`src/rtl/control_pkg.sv`:
```
// Shared encodings for the multicycle control FSM: states, opcode/funct fields, ALU and mux selects.
// Pure definitions; no latency and no backpressure involved.
package control_pkg;

  typedef enum logic [3:0] {
    ST_FETCH     = 4'd0,
    ST_DECODE    = 4'd1,
    ST_MEM_ADDR  = 4'd2,
    ST_MEM_READ  = 4'd3,
    ST_MEM_WB    = 4'd4,
    ST_MEM_WRITE = 4'd5,
    ST_EXECUTE   = 4'd6,
    ST_R_WB      = 4'd7,
    ST_BRANCH    = 4'd8,
    ST_JUMP      = 4'd9,
    ST_IMM_EXEC  = 4'd10,
    ST_IMM_WB    = 4'd11,
    ST_TRAP      = 4'd12
  } state_t;

  localparam logic [5:0] OP_RTYPE = 6'b000000;
  localparam logic [5:0] OP_LW    = 6'b100011;
  localparam logic [5:0] OP_SW    = 6'b101011;
  localparam logic [5:0] OP_BEQ   = 6'b000100;
  localparam logic [5:0] OP_J     = 6'b000010;
  localparam logic [5:0] OP_ADDI  = 6'b001000;
  localparam logic [5:0] OP_SLTI  = 6'b001010;

  localparam logic [5:0] FN_ADD = 6'b100000;
  localparam logic [5:0] FN_SUB = 6'b100010;
  localparam logic [5:0] FN_AND = 6'b100100;
  localparam logic [5:0] FN_OR  = 6'b100101;
  localparam logic [5:0] FN_NOR = 6'b100111;
  localparam logic [5:0] FN_SLT = 6'b101010;

  localparam logic [3:0] ALU_AND = 4'b0000;
  localparam logic [3:0] ALU_OR  = 4'b0001;
  localparam logic [3:0] ALU_ADD = 4'b0010;
  localparam logic [3:0] ALU_SUB = 4'b0110;
  localparam logic [3:0] ALU_SLT = 4'b0111;
  localparam logic [3:0] ALU_NOR = 4'b1100;

  localparam logic [1:0] SRCB_B       = 2'b00;
  localparam logic [1:0] SRCB_FOUR    = 2'b01;
  localparam logic [1:0] SRCB_IMM     = 2'b10;
  localparam logic [1:0] SRCB_IMM_SH2 = 2'b11;

  localparam logic [1:0] PCSRC_ALU    = 2'b00;
  localparam logic [1:0] PCSRC_ALUOUT = 2'b01;
  localparam logic [1:0] PCSRC_JUMP   = 2'b10;

  function automatic logic opcode_supported(input logic [5:0] op);
    case (op)
      OP_RTYPE, OP_LW, OP_SW, OP_BEQ, OP_J, OP_ADDI, OP_SLTI: return 1'b1;
      default:                                                return 1'b0;
    endcase
  endfunction

  // Final phase of every instruction class; leaving it retires the instruction.
  function automatic logic is_retire_state(input state_t s);
    case (s)
      ST_MEM_WB, ST_MEM_WRITE, ST_R_WB, ST_BRANCH, ST_JUMP, ST_IMM_WB: return 1'b1;
      default:                                                       return 1'b0;
    endcase
  endfunction

endpackage

```
`src/rtl/alu_op_decoder.sv`:
```
// Combinational ALUOp select from (state, opcode, funct) plus an R-type funct legality flag.
// Zero latency; no flow control.
module alu_op_decoder
  import control_pkg::*;
(
  input  logic [3:0] state,
  input  logic [5:0] opcode,
  input  logic [5:0] funct,
  output logic [3:0] alu_op,
  output logic       funct_legal
);

  logic [3:0] rtype_op;

  always_comb begin
    funct_legal = 1'b1;
    rtype_op    = ALU_AND;
    case (funct)
      FN_ADD:  rtype_op = ALU_ADD;
      FN_SUB:  rtype_op = ALU_SUB;
      FN_AND:  rtype_op = ALU_AND;
      FN_OR:   rtype_op = ALU_OR;
      FN_NOR:  rtype_op = ALU_NOR;
      FN_SLT:  rtype_op = ALU_SLT;
      default: funct_legal = 1'b0;
    endcase
  end

  always_comb begin
    alu_op = ALU_AND;
    case (state_t'(state))
      ST_FETCH, ST_DECODE, ST_MEM_ADDR: alu_op = ALU_ADD;
      ST_EXECUTE:                       alu_op = rtype_op;
      ST_BRANCH:                        alu_op = ALU_SUB;
      ST_IMM_EXEC:                      alu_op = (opcode == OP_SLTI) ? ALU_SLT : ALU_ADD;
      default:                          alu_op = ALU_AND;
    endcase
  end

endmodule

```
`src/rtl/multicycle_control.sv`:
```
// Multicycle MIPS-subset control FSM: 3-5 cycles per instruction, Moore outputs, no stalls accepted.
// ILLEGAL_TRAP_EN: when defined, illegal instructions park the FSM in TRAP until reset.
module multicycle_control
  import control_pkg::*;
#(
  parameter int CNT_WIDTH = 32
) (
  input  logic                 clk,
  input  logic                 reset,
  input  logic [5:0]           opcode,
  input  logic [5:0]           funct,
  output logic                 PCWrite,
  output logic                 PCWriteCond,
  output logic                 IorD,
  output logic                 MemRead,
  output logic                 MemWrite,
  output logic                 IRWrite,
  output logic                 MemtoReg,
  output logic [1:0]           PCSource,
  output logic [3:0]           ALUOp,
  output logic [1:0]           ALUSrcB,
  output logic                 ALUSrcA,
  output logic                 RegWrite,
  output logic                 RegDst,
  output logic [3:0]           state,
  output logic                 illegal,
  output logic [CNT_WIDTH-1:0] instr_retired
);

`ifdef ILLEGAL_TRAP_EN
  localparam state_t ILLEGAL_DEST = ST_TRAP;
`else
  localparam state_t ILLEGAL_DEST = ST_FETCH;
`endif

  state_t     state_q;
  logic [3:0] dec_alu_op;
  logic       funct_legal;
  logic       instr_legal;

  assign state = state_q;

  alu_op_decoder u_alu_op_decoder (
    .state       (state_q),
    .opcode      (opcode),
    .funct       (funct),
    .alu_op      (dec_alu_op),
    .funct_legal (funct_legal)
  );

  // funct is screened here so EXECUTE can trust it.
  assign instr_legal = opcode_supported(opcode) && ((opcode != OP_RTYPE) || funct_legal);

`ifdef ILLEGAL_TRAP_EN
  logic illegal_q;
  assign illegal = illegal_q;
`else
  assign illegal = 1'b0;
`endif

  always_ff @(posedge clk) begin
    if (reset) begin
      state_q       <= ST_FETCH;
      instr_retired <= '0;
`ifdef ILLEGAL_TRAP_EN
      illegal_q     <= 1'b0;
`endif
    end else begin
      case (state_q)
        ST_FETCH: state_q <= ST_DECODE;
        ST_DECODE: begin
          if (!instr_legal) begin
            state_q <= ILLEGAL_DEST;
          end else begin
            case (opcode)
              OP_LW, OP_SW:     state_q <= ST_MEM_ADDR;
              OP_RTYPE:         state_q <= ST_EXECUTE;
              OP_BEQ:           state_q <= ST_BRANCH;
              OP_J:             state_q <= ST_JUMP;
              OP_ADDI, OP_SLTI: state_q <= ST_IMM_EXEC;
              default:          state_q <= ILLEGAL_DEST;
            endcase
          end
        end
        ST_MEM_ADDR:  state_q <= (opcode == OP_LW) ? ST_MEM_READ : ST_MEM_WRITE;
        ST_MEM_READ:  state_q <= ST_MEM_WB;
        ST_EXECUTE:   state_q <= ST_R_WB;
        ST_IMM_EXEC:  state_q <= ST_IMM_WB;
`ifdef ILLEGAL_TRAP_EN
        ST_TRAP:      state_q <= ST_TRAP;
`endif
        default:      state_q <= ST_FETCH;
      endcase

      if (is_retire_state(state_q)) begin
        instr_retired <= instr_retired + CNT_WIDTH'(1);
      end

`ifdef ILLEGAL_TRAP_EN
      illegal_q <= ((state_q == ST_DECODE) && !instr_legal) || (state_q == ST_TRAP);
`endif
    end
  end

  // Outputs are forced low while reset is asserted so nothing can write during a reset.
  always_comb begin
    PCWrite     = 1'b0;
    PCWriteCond = 1'b0;
    IorD        = 1'b0;
    MemRead     = 1'b0;
    MemWrite    = 1'b0;
    IRWrite     = 1'b0;
    MemtoReg    = 1'b0;
    PCSource    = PCSRC_ALU;
    ALUOp       = reset ? ALU_AND : dec_alu_op;
    ALUSrcB     = SRCB_B;
    ALUSrcA     = 1'b0;
    RegWrite    = 1'b0;
    RegDst      = 1'b0;
    if (!reset) begin
      case (state_q)
        ST_FETCH: begin
          MemRead = 1'b1;
          IRWrite = 1'b1;
          PCWrite = 1'b1;
          ALUSrcB = SRCB_FOUR;
        end
        ST_DECODE:   ALUSrcB = SRCB_IMM_SH2;
        ST_MEM_ADDR: begin
          ALUSrcA = 1'b1;
          ALUSrcB = SRCB_IMM;
        end
        ST_MEM_READ: begin
          MemRead = 1'b1;
          IorD    = 1'b1;
        end
        ST_MEM_WB: begin
          RegWrite = 1'b1;
          MemtoReg = 1'b1;
        end
        ST_MEM_WRITE: begin
          MemWrite = 1'b1;
          IorD     = 1'b1;
        end
        ST_EXECUTE:  ALUSrcA = 1'b1;
        ST_R_WB: begin
          RegWrite = 1'b1;
          RegDst   = 1'b1;
        end
        ST_BRANCH: begin
          ALUSrcA     = 1'b1;
          PCWriteCond = 1'b1;
          PCSource    = PCSRC_ALUOUT;
        end
        ST_JUMP: begin
          PCWrite  = 1'b1;
          PCSource = PCSRC_JUMP;
        end
        ST_IMM_EXEC: begin
          ALUSrcA = 1'b1;
          ALUSrcB = SRCB_IMM;
        end
        ST_IMM_WB:   RegWrite = 1'b1;
        default: ;
      endcase
    end
  end

endmodule

```
`config.mk`:
```
export PLATFORM = sky130hd
export DESIGN_NAME = multicycle_control
export DESIGN_NICKNAME = d
export VERILOG_FILES = /design/src/rtl/control_pkg.sv /design/src/rtl/alu_op_decoder.sv /design/src/rtl/multicycle_control.sv
export SDC_FILE = /design/constraint.sdc
export NUM_CORES = 1
export LEC_CHECK = 0
export BUFFER_PORTS_ARGS = -buffer_cell sky130_fd_sc_hd__buf_4
export CAP_MARGIN = 30
export CORE_ASPECT_RATIO = 0.9
export CORE_MARGIN = 5
export CORE_UTILIZATION = 46
export DETAILED_ROUTE_END_ITERATION = 10
export PLACE_DENSITY = 0.76
export REMOVE_ABC_BUFFERS = 1
export SLEW_MARGIN = 15
export SYNTH_ARGS = -nofsm -noshare
export SYNTH_HDL_FRONTEND = slang
export SYNTH_SLANG_ARGS = --single-unit
```
`constraint.sdc`:
```
create_clock -name clk -period 2 [get_ports clk]
set_clock_uncertainty 0.2 [all_clocks]
set_input_delay 0.4 -clock clk [delete_from_list [all_inputs] [get_ports clk]]
set_output_delay 0.4 -clock clk [all_outputs]
set_load 0.03 [all_outputs]
```
Word level (Yosys, flattened, before mapping). Index checks and enable logic that the tools add are counted.

Word-level logic and storage cells: 79. Input bits: 14. Output and inout port bits: 55. Flip-flop bits (word level): 36.

Equal/unequal tests: 23. Mux-type cells: 36. Add/subtract/negate cells: 1. Reduce and logical (&&, ||, !) cells: 17.

Operator list (number): 6-bit == test (second input constant) (8); 4-bit case mux with 5 select lines (2); 32-bit by 1-bit adder with 32-bit output (second input constant) (1); 1-bit 2-to-1 mux (24); 4-bit case mux with 6 select lines (1); 4-bit by 3-bit == test with 1-bit output (second input constant) (4); 4-bit == test (second input constant) (4); 4-bit case mux with 4 select lines (1); 6-bit by 4-bit == test with 1-bit output (second input constant) (2); 2-bit OR reduction (6); 6-bit OR reduction (2); 4-bit by 2-bit == test with 1-bit output (second input constant) (2); 4-bit 2-to-1 mux (2); 7-bit OR reduction (1); 6-bit by 2-bit == test with 1-bit output (second input constant) (1); 6-bit by 3-bit == test with 1-bit output (second input constant) (1); 6-bit zero test (1); 3-bit 2-to-1 mux (2); 2-bit case mux with 3 select lines (1); 6-bit nonzero test (1); 3-bit OR reduction (2); 4-bit by 1-bit == test with 1-bit output (second input constant) (1); 4-bit zero test (1); 2-bit 2-to-1 mux (2); 4 further kinds (4).

Logic depth before layout (Yosys ltp).
Depth in word-level cells: 7. Mapped depth: 7. Depth with buffers taken out: 6.

Hierarchy. A second synthesis with hierarchy kept.

Cells, all modules: 291. Area, all modules: 2290.9 um2.

Modules (own cells, without submodules): multicycle_control (area each 2122.0 um2, cells an instance 268, seq. area each 720.7 um2, instances 1); alu_op_decoder (area each 168.9 um2, cells an instance 23, seq. area each 0.0 um2, instances 1).

Least setup slack after synthesis. OpenSTA, ideal clock, no wires.

Path kind: register to output. Start point: register state_q[2] (netlist: state[2]). End point: output PCWrite. Path buffers: 2. Stages on the path, launching flop included: 6. Data required time: 1.400 ns. Arrival: 2.328 ns. Path slack: -0.928 ns. Path through: dfxtp_1 buf_4 or2_2 clkbuf_1 nor4_1 or2_2.

Cells in the longest elaborated chain, start to end: 4. Elaborated cells on any way between the ends: 5. Those cells by class: eq/ne (1); mux (2); reduce/logical (2).

Ends and longest elaborated chain: start, declared (line multicycle_control.sv:36) `state_t state_q;`; start signal, assigned (line multicycle_control.sv:85) `ST_MEM_ADDR: state_q <= (opcode == OP_LW) ? ST_MEM_READ : ST_MEM_WRITE;`; 4-bit == test / 4-bit zero test (equally long branches) (line multicycle_control.sv:121) `case (state_q)`; 2-bit OR reduction (no line) *; 1-bit 2-to-1 mux * (line multicycle_control.sv:121); 1-bit 2-to-1 mux * (line multicycle_control.sv:120) `if (!reset) begin`; end, declared (line multicycle_control.sv:12) `output logic PCWrite,`.

Mark *: on every way between the ends. The rest lies on a longest branch, timed or not.

Worst setup path in the final report.
Start point: input opcode[5]. End point: output ALUOp[0].

Cells in the longest elaborated chain, start to end: 4.

Ends and longest elaborated chain: start, declared (line multicycle_control.sv:10) `input logic [5:0] opcode,`; 6-bit by 4-bit == test with 1-bit output (line alu_op_decoder.sv:35) `ST_IMM_EXEC: alu_op = (opcode == OP_SLTI) ? ALU_SLT : ALU_ADD;`; 3-bit 2-to-1 mux (line alu_op_decoder.sv:35); 4-bit case mux with 4 select lines (line alu_op_decoder.sv:31) `case (state_t'(state))`; 4-bit 2-to-1 mux (line multicycle_control.sv:115) `ALUOp = reset ? ALU_AND : dec_alu_op;`; end, declared (line multicycle_control.sv:20) `output logic [3:0] ALUOp,`.

No other way between the ends.

==> results.cfg <==
[status]
status = finished, violations left
violations = setup timing

[global_route]
track_usage = 0.217
grt_pass1_wl_um = 10400
grt_max_degree = 34
grt.met1_usage = 0.261
grt_busiest_layer = met2
first_global_vias = 2380
grt_use_met2 = 0.375
overflow = 0
antenna_found_initial = 0
met3_usage = 0.0478

[setup_path]
crit_start = opcode[5]
required_ns = 1.40
arrival_ns = 1.56
rr_endpoint = instr_retired[16]
endpoint_kind = output port
ff2ff_setup_slack_ns = 0.09
slowest_stage = o32a_1
rr_worst_depth = 5
cpPeakStageDelay_ns = 0.32
cp_max_fo = 2
crit_buf_inv = 2
cp_cell_sequence = buf_8, nor4_4, nand3_2, o32a_1, nor2_1, buf_4
cp-start-kind = input pin
critPathKind = input pin to output port
critPathTopFamily = simple AND/OR/NAND/NOR gates
reg2reg_from = state[3]

[synthesis]
yosysMostFrequentCell = nor2_1
synthTopCellsByCount = nor2_1, dfxtp_1, nand2_1, xnor2_1
yosys_warnings = 0
synth_top_area_cell = dfxtp_1
ys_top_cells_by_area = dfxtp_1, nor2_1, xnor2_1
netlist_area_sq_um = 2150
synth-edff-count = 0
synth_ff_type = dfxtp_1
synth_cell_types = 43
ys_ff_latch = 36
ys_seq_area_frac = 0.334
async_flop_share = 0
synth_cells = 274
syn_avg_cell_area_sq_um = 7.86
yosysTopAreaCellShare = 0.334

[route]
dr.pass1.iters = 4
drt_iter0_markers = 97
viasPerCell = 5.49
routed_wl_um = 6540
routedWlPerCell_um = 14.9
final_antenna_net_count = 0
dr_total_vias = 2411
drc = 0

[timing]
setup_viol = 10
rsz0062_at_grt = yes
fin_ws_ns = -0.157
hold_viol_final = 0
period_share = 1.08
maxSlewViolCount = 0
fin_crit_ns = 2.16
whs_ns = 0.299
max_freq_mhz = 464

[cells_and_area]
insertedDiodeCount = 0
drive_gt1_frac = 0.438
nets = 392
syn2layout_area_growth_pct = 54.9
fin_cells = 439

[power]
worst_ir_drop_vdd_uv = 263
pwr-share-clk = 0.383
switching_share = 0.249
p_leak_nw = 1.39
total_power_mw = 1.47
p_seq_frac = 0.490
comb_power_share = 0.127
p_sw_uw = 366
p_int_mw = 1.11
power.density_nw_per_um2 = 441

[place]
gp_congestion = 0.852
portBuffers = 67
pre_cts_ws_ns = -0.289
dp.final_hpwl_um = 4560
place_inst = 420

[die]
die_x_um = 82.1
fp.dieH_um = 74.9
num_rows = 23
coreArea_sq_um = 4490
io-pin-count = 69
dieArea_sq_um = 6150
start_util = 0.480

[cts]
postCtsHoldBufs = 0
cts_tree = built
clk_latency_ns = 0.29
cts_sinks = 36
clk_pin_slew_ns = 0.07
cts-root-buf = clkbuf_8
ctsHtreeMaxLevel = 2
tritoncts.num_buffers = 5
cts_buffer_depth = 2

[min_path]
hold_class = input pin to register
whs_path_depth = 2
min_from = reset
holdPathEnd = state[3]

[flow_run]
maxCapViolCount = 0
## flip-flops by register name (all words and copies together), names as in the netlist
register,cells
instr_retired,32
state,4
## repair_timing
item,4_1_cts,5_1_grt
endpoints found under the setup margin,19,26
setup buffers,7,5
pin swaps,6,11
gates resized for setup,36,21
## logic make-up (layout without fill, tap and decap cells)
group | after synthesis | count (layout) | share of synthesized area
adder cells (fa/ha/maj) | 2 | 2 | 0.0105
multiplexers | 1 | 1 | 0.00523
XOR/XNOR | 30 | 30 | 0.122
AO/OA/AOI/OAI | 28 | 28 | 0.0772
buffers and inverters | 21 | 124 | 0.0470
other | 1 | 1 | 0.00174
flip-flops | 36 | 36 | 0.334
AND/OR/NAND/NOR | 155 | 155 | 0.402
## cell type report
| cell class | count | area [sq um] |
|---|---|---|
| Tap cell | 62 | 77.6 |
| Multi-Input combinational cell | 217 | 1510 |
| Inverter | 3 | 11.3 |
| Timing Repair Buffer | 114 | 901 |
| Fill cell | 344 | 1150 |
| Sequential cell | 36 | 737 |
| Clock buffer | 7 | 96.3 |
## layer usage
metal | wire (um) | up-vias
li1 | - | 1168
met3 | 363 | 8
met2 | 3360 | 72
met4 | 68 | 0
met1 | 2750 | 1163
met5 | 0 | -
## per-stage QoR
| step | util | setup TNS [ns] | area [sq um] |
|---|---|---|---|
| global route | 0.743 | -1.49 | 3340 |
| detailed placement | 0.648 | -0.546 | 2910 |
| finish | 0.743 | -0.688 | 3340 |
| CTS | 0.717 | -0.312 | 3220 |
| floorplan | - | -12.46 | 2060 |
| global placement | 0.648 | -0.442 | 2910 |
## placed cells by master (no fill, tap or decap), drive strengths merged
cell type / instances
nor4b: 3
nand2: 16
a31oi: 3
o32ai: 1
clkbuf: 7
a32oi: 1
dfxtp: 36
o21bai: 1
nor2b: 7
nor2: 43
o32a: 1
nand4: 16
and2: 4
nand3: 15
nand2b: 5
nor3: 12
mux2: 1
o31ai: 1
buf: 114
o21ai: 8
conb: 1
or2: 2
xor2: 14
and4: 4
or3: 7
maj3: 1
or4: 1
and3: 7
xnor2: 16
inv: 3
nor4: 11
a21oi: 10
nand3b: 2
a211oi: 2
ha: 1
## power by group through the flow
stage / Clock, mW / Sequential [mW] / Combinational, mW
after floorplan: 0 / 0.748 / 0.0602
after global placement: 0 / 0.738 / 0.153
after detailed placement: 0 / 0.738 / 0.154
after CTS: 0.567 / 0.720 / 0.178
after global routing: 0.603 / 0.720 / 0.200
final: 0.564 / 0.720 / 0.187
## worst max path at each step
stage / end / slack (ns) / cells after the start
after global placement: ALUOp[0] / -0.24 / 6
after detailed placement: ALUOp[0] / -0.29 / 6
after global routing: ALUOp[0] / -0.23 / 6
after floorplan: PCSource[0] / -1.23 / 2
final: ALUOp[0] / -0.16 / 6
after CTS: ALUOp[0] / -0.1 / 6
Power figures use the tool's default switching activity.
